==> config.mk <==
export PLATFORM = sky130hd
export DESIGN_NAME = fx_host_master
export DESIGN_NICKNAME = d
export VERILOG_FILES = /design/src/rtl/fx_host_master.sv
export SDC_FILE = /design/constraint.sdc
export NUM_CORES = 1
export LEC_CHECK = 0
export BUFFER_PORTS_ARGS = -buffer_cell sky130_fd_sc_hd__buf_2
export CAP_MARGIN = 0
export CORE_UTILIZATION = 55
export DETAILED_ROUTE_END_ITERATION = 8
export PLACE_DENSITY = 0.78
export SYNTH_ARGS = -nofsm -noshare
export SYNTH_HDL_FRONTEND = slang
export SYNTH_SLANG_ARGS = --single-unit
==> constraint.sdc <==
create_clock -name clk_sys -period 4.8 [get_ports clk_sys]
set_clock_uncertainty 0.2 [all_clocks]
set_input_delay 0.48 -clock clk_sys [delete_from_list [all_inputs] [get_ports clk_sys]]
set_output_delay 0.48 -clock clk_sys [all_outputs]
set_load 0.005 [all_outputs]
==> src/rtl/fx_host_master.sv <==
// fx bus initiator: turns host command bytes into fx_wr/fx_rd cycles and returns read data / write acks.
// Build option: define FX_BURST_EN to enable the 0x42 burst-read command (LEN/BNEXT states).
module fx_host_master #(
  parameter int RD_LAT = 2,
  parameter int TO_CYC = 50000
) (
  input  logic        clk_sys,
  input  logic        rst,
  input  logic [7:0]  rx_data,
  input  logic        rx_vld,
  output logic        rx_rdy,
  output logic [7:0]  tx_data,
  output logic        tx_vld,
  input  logic        tx_rdy,
  output logic [21:0] fx_waddr,
  output logic        fx_wr,
  output logic [7:0]  fx_data,
  output logic [21:0] fx_raddr,
  output logic        fx_rd,
  input  logic [7:0]  fx_q,
  output logic        busy,
  output logic        err_pls
);

  localparam logic [3:0] S_IDLE  = 4'd0;
  localparam logic [3:0] S_ADR2  = 4'd1;
  localparam logic [3:0] S_ADR1  = 4'd2;
  localparam logic [3:0] S_ADR0  = 4'd3;
  localparam logic [3:0] S_DAT   = 4'd4;
  localparam logic [3:0] S_WR    = 4'd5;
  localparam logic [3:0] S_RD    = 4'd6;
  localparam logic [3:0] S_RWAIT = 4'd7;
  localparam logic [3:0] S_TX    = 4'd8;
`ifdef FX_BURST_EN
  localparam logic [3:0] S_LEN   = 4'd9;
  localparam logic [3:0] S_BNEXT = 4'd10;
`endif

  localparam logic [7:0] CMD_WR = 8'h57;
  localparam logic [7:0] CMD_RD = 8'h52;
  localparam logic [7:0] CMD_BR = 8'h42;
  localparam logic [7:0] ACK    = 8'h4B;

  localparam logic [1:0] M_WR = 2'd0;
  localparam logic [1:0] M_RD = 2'd1;
  localparam logic [1:0] M_BR = 2'd2;

  localparam logic [15:0] TO_M1  = 16'(TO_CYC - 1);
  localparam logic [2:0]  LAT_M1 = 3'(RD_LAT - 1);

  logic [3:0]  state, state_nxt;
  logic [1:0]  mode;
  logic [21:0] addr;
  logic [15:0] to_cnt;
  logic [2:0]  lat_cnt;
  logic        acc, waiting, timeout, lat_done, cmd_ok, rdy_nxt;
`ifdef FX_BURST_EN
  logic [8:0]  remain;
  logic        last_beat;
`endif

  always_comb begin
    acc      = rx_vld && rx_rdy;
    lat_done = (state == S_RWAIT) && (lat_cnt == LAT_M1);
`ifdef FX_BURST_EN
    waiting   = state inside {S_ADR2, S_ADR1, S_ADR0, S_DAT, S_LEN};
    cmd_ok    = (rx_data == CMD_WR) || (rx_data == CMD_RD) || (rx_data == CMD_BR);
    last_beat = (mode != M_BR) || (remain == 9'd1);
`else
    waiting   = state inside {S_ADR2, S_ADR1, S_ADR0, S_DAT};
    cmd_ok    = (rx_data == CMD_WR) || (rx_data == CMD_RD);
`endif
    timeout  = waiting && !acc && (to_cnt == TO_M1);
  end

  always_comb begin
    state_nxt = state;
    case (state)
      S_IDLE:  if (acc && cmd_ok) state_nxt = S_ADR2;
      S_ADR2:  if (timeout) state_nxt = S_IDLE; else if (acc) state_nxt = S_ADR1;
      S_ADR1:  if (timeout) state_nxt = S_IDLE; else if (acc) state_nxt = S_ADR0;
      S_ADR0: begin
        if (timeout) state_nxt = S_IDLE;
        else if (acc) begin
          case (mode)
            M_WR:    state_nxt = S_DAT;
`ifdef FX_BURST_EN
            M_BR:    state_nxt = S_LEN;
`endif
            default: state_nxt = S_RD;
          endcase
        end
      end
      S_DAT:   if (timeout) state_nxt = S_IDLE; else if (acc) state_nxt = S_WR;
      S_WR:    state_nxt = S_TX;
      S_RD:    state_nxt = S_RWAIT;
      S_RWAIT: if (lat_done) state_nxt = S_TX;
      S_TX: begin
        if (tx_vld && tx_rdy) begin
`ifdef FX_BURST_EN
          state_nxt = last_beat ? S_IDLE : S_BNEXT;
`else
          state_nxt = S_IDLE;
`endif
        end
      end
`ifdef FX_BURST_EN
      S_LEN:   if (timeout) state_nxt = S_IDLE; else if (acc) state_nxt = S_RD;
      S_BNEXT: state_nxt = S_RD;
`endif
      default: state_nxt = S_IDLE;
    endcase
  end

  always_comb begin
`ifdef FX_BURST_EN
    rdy_nxt = state_nxt inside {S_IDLE, S_ADR2, S_ADR1, S_ADR0, S_DAT, S_LEN};
`else
    rdy_nxt = state_nxt inside {S_IDLE, S_ADR2, S_ADR1, S_ADR0, S_DAT};
`endif
  end

  // Strobes, busy and rx_rdy are registered from state_nxt so they line up with the state they describe.
  always_ff @(posedge clk_sys or posedge rst) begin
    if (rst) begin
      state    <= S_IDLE;
      mode     <= M_WR;
      addr     <= '0;
      to_cnt   <= '0;
      lat_cnt  <= '0;
      rx_rdy   <= 1'b0;
      tx_data  <= '0;
      tx_vld   <= 1'b0;
      fx_waddr <= '0;
      fx_wr    <= 1'b0;
      fx_data  <= '0;
      fx_raddr <= '0;
      fx_rd    <= 1'b0;
      busy     <= 1'b0;
      err_pls  <= 1'b0;
`ifdef FX_BURST_EN
      remain   <= '0;
`endif
    end else begin
      state   <= state_nxt;
      busy    <= (state_nxt != S_IDLE);
      rx_rdy  <= rdy_nxt;
      fx_wr   <= (state_nxt == S_WR);
      fx_rd   <= (state_nxt == S_RD);
      err_pls <= timeout || ((state == S_IDLE) && acc && !cmd_ok);

      if (acc || !waiting || timeout) to_cnt <= '0;
      else                            to_cnt <= to_cnt + 16'd1;

      case (state)
        S_IDLE: begin
          if (acc) begin
            if (rx_data == CMD_WR)      mode <= M_WR;
            else if (rx_data == CMD_BR) mode <= M_BR;
            else                        mode <= M_RD;
          end
        end
        S_ADR2: if (acc) addr[21:16] <= rx_data[5:0];
        S_ADR1: if (acc) addr[15:8]  <= rx_data;
        S_ADR0: begin
          if (acc) begin
            addr[7:0] <= rx_data;
            if (mode == M_RD) fx_raddr <= {addr[21:8], rx_data};
          end
        end
        S_DAT: begin
          if (acc) begin
            fx_waddr <= addr;
            fx_data  <= rx_data;
          end
        end
        S_WR: begin
          tx_data <= ACK;
          tx_vld  <= 1'b1;
        end
        S_RD:   lat_cnt <= '0;
        S_RWAIT: begin
          lat_cnt <= lat_cnt + 3'd1;
          if (lat_done) begin
            tx_data <= fx_q;
            tx_vld  <= 1'b1;
          end
        end
        S_TX: begin
          if (tx_rdy) begin
            tx_vld <= 1'b0;
`ifdef FX_BURST_EN
            remain <= remain - 9'd1;
`endif
          end
        end
`ifdef FX_BURST_EN
        S_LEN: begin
          if (acc) begin
            fx_raddr <= addr;
            remain   <= (rx_data == 8'd0) ? 9'd256 : {1'b0, rx_data};
          end
        end
        S_BNEXT: begin
          addr     <= addr + 22'd1;
          fx_raddr <= addr + 22'd1;
        end
`endif
        default: ;
      endcase
    end
  end

endmodule

==> impl_metrics.json <==
{
  "synthTopCellsByArea": "dfrtp_1, mux2_2, mux2_4, mux2_1, xnor2_1",
  "cts_root_buf": "clkbuf_8",
  "pwr-share-seq": 0.404,
  "cp.arrival_ps": 2850,
  "end_kind": "register",
  "rr_worst_depth": 5,
  "dr.first_iter.drc_count": 133,
  "crit_slowest_cell": "dfrtp_1",
  "dr.pass1.iters": 5,
  "setup_ws_ps": 2140,
  "path_max_fanout": 22,
  "die_width_um": 95.4,
  "min_path_type": "input port to async pin",
  "n_antenna_cell": 0,
  "die_area_um2": 9100,
  "grt_pass1_vias": 3207,
  "yosys_most_used_dff": "dfrtp_1",
  "post-place-ws_ps": 2150,
  "coreArea_um2": 8340,
  "portBuffers": 85,
  "vias_per_cell": 5.58,
  "cp-start-kind": "register",
  "rows": 33,
  "routabilityCongestion": 0.857,
  "irDropWorstVdd_v": 0.000367,
  "ys_ff_latch": 113,
  "dp_hpwl_um": 6240,
  "grt_overflow": 0,
  "cts_tree": "yes",
  "drc": 0,
  "num-nets-final": 480,
  "initial_utilization": 0.575,
  "clock_latency_ps": 510,
  "r2r-start": "state[2]",
  "p_leak_uw": 0.00289,
  "syn_area_um2": 4800,
  "synth_top_area_frac": 0.590,
  "cts_hold_buffers": 8,
  "synth-async-reset-ratio": 1.00,
  "fin_crit_sh": 0.553,
  "syn_area_per_cell_um2": 13.4,
  "slowest_delay_ps": 500,
  "wire_per_inst_um": 16.9,
  "area_growth_pct": 24.5,
  "relSlewSlack": 0.328,
  "fmax_mhz": 377,
  "rrSetupSlack_ps": 2140,
  "crit_end": "fx_raddr[20]",
  "p_sw_frac": 0.287,
  "clk_path_buf_depth": 2,
  "power_density_nw_per_um2": 634,
  "path_cells": "and4bb_4, nor2b_2, and3b_1, buf_4, mux2_1",
  "finalMaxSlewViolations": 0,
  "htreeDepth": 4,
  "grt_max_degree": 86,
  "crit_start": "state[2]",
  "grt_first_pass_wirelength_um": 15800,
  "p_total_uw": 3790,
  "synth_edf_count": 0,
  "placed_area_um2": 5280,
  "holdWs_ps": 16.0,
  "max_cap_violations": 0,
  "yosys.area.top_type": "dfrtp_1",
  "wl_um": 9740,
  "synth_warnings": 0,
  "synth.distinct_cells": 54,
  "syn_nets": 380,
  "fin_area_um2": 5970,
  "p_clk_frac": 0.344,
  "die_h_um": 95.4,
  "synth_cells": 357,
  "period_needed_ps": 2660,
  "grt_setup_unrepaired": "false",
  "worst_slew_pin_slew_ps": 1010,
  "track_usage": 0.239,
  "r2r_end": "fx_raddr[20]",
  "ctsResizeCount": 0,
  "critPathRequiredTime_ps": 5000,
  "cts_buffers": 17,
  "p_int_uw": 2700,
  "status": "finished clean",
  "setup_viol": 0,
  "pin_count": 86,
  "postCtsSetupRepairBufs": 0,
  "power_frac_comb": 0.252,
  "seq_area_frac_synth": 0.590,
  "finalHoldViolCount": 0,
  "postRouteAntennaNets": 0,
  "tns_ps": 0,
  "clk_pin_slew_ps": 60,
  "layout-drive-gt1-share": 0.406,
  "crit_type": "register to register",
  "cts.sinks": 113,
  "p_sw_uw": 1090,
  "antenna_found_initial": 0,
  "vias": 3207
}
## cell type report
cell class	count	area [µm²]
Sequential cell	113	2830
Fill cell	574	2370
Multi-Input combinational cell	221	1840
Timing Repair Buffer	95	520
Clock buffer	20	435
Clock inverter	12	181
Tap cell	105	131
Inverter	9	36.3
## critical path, delay by kind of cell, from the launching register on
| family | cells | cell delay, ps |
|---|---|---|
| AND/OR/NAND/NOR | 3 | 1080 |
| flip-flops | 1 | 500 |
| buffers and inverters | 1 | 380 |
| multiplexers | 1 | 380 |
## sequential cells by signal, summed over array words and instances, names as in the netlist
signal    count
fx_rd         1
fx_wr         1
mode          2
tx_data       8
tx_vld        1
to_cnt       16
fx_raddr     22
fx_data       8
addr         22
state         4
err_pls       1
fx_waddr     22
lat_cnt       3
rx_rdy        1
busy          1
## cells by family after synthesis
logic type | count (synthesis) | share of synthesized area
AOI/OAI and AO/OA | 42 | 0.0611
xor gates and xnor gates | 12 | 0.0219
adders and majority gates | 3 | 0.00783
buffers and inverters | 23 | 0.0277
DFF | 113 | 0.590
muxes | 74 | 0.189
and+or+nand+nor | 90 | 0.103
## layout by cell type, fill, tap and decap left out, types with 3 or more instances in the layout
cell and n:
o31ai_1 4, xnor2_1 10, bufinv_16 4, nand3_1 7
nor4_1 3, o21ai_0 9, clkbuf_16 16, inv_1 8
dfrtp_1 113, nand2_1 23, nor2_1 17, mux2_4 20
mux2_2 45, nand4_1 7, or3_1 5, o22a_1 5
dlygate4sd3_1 8, clkinvlp_4 4, a21oi_1 6, buf_2 85
mux2_1 9, and3_1 4, ha_1 3, a22o_1 5
nor3_1 4
## stage by stage
step,std cells,util
after CTS,575,0.716
after global routing,575,0.716
after floorplan,357,-
after detailed placement,535,0.633
after global placement,535,0.633
final,575,0.716
## power by group through the flow
| stage | combinational (µW) | clock, µW | sequential [µW] |
|---|---|---|---|
| 5_1_grt | 1050 | 1360 | 1580 |
| 4_1_cts | 965 | 1320 | 1530 |
| 3_3_place_gp | 919 | 0 | 1520 |
| 3_5_place_dp | 952 | 0 | 1540 |
| 2_1_floorplan | 631 | 0 | 1490 |
| 6_report | 953 | 1300 | 1530 |
## synth_stat cells, drive strengths merged (4+ instances only)
cell type / count
o22a: 5
nor2: 17
nand3: 9
xnor2: 10
o21ai: 10
and3: 4
mux2: 74
nand2: 23
nand4: 7
nor3: 4
o31ai: 4
buf: 8
dfrtp: 113
a22o: 5
a21oi: 6
clkbuf: 6
or3: 5
inv: 9
## worst min path at each step
| stage | to | slack, ps | cells after the start | from |
|---|---|---|---|---|
| after global routing | tx_vld | 60 | 3 | tx_rdy |
| final | fx_waddr[17] | 20 | 2 | rst |
| after detailed placement | fx_raddr[21] | 270 | 1 | fx_raddr[21] |
| after CTS | fx_waddr[16] | 40 | 2 | rst |
| after floorplan | to_cnt[0] | 250 | 1 | to_cnt[0] |
| after global placement | fx_raddr[21] | 270 | 1 | fx_raddr[21] |
## per-layer routing
metal  track usage  share of wire
met5             0              0
met1         0.292           0.44
met4        0.0920          0.016
met2         0.382           0.48
met3        0.0933          0.062
No activity file was read; power rests on OpenSTA's default activity.
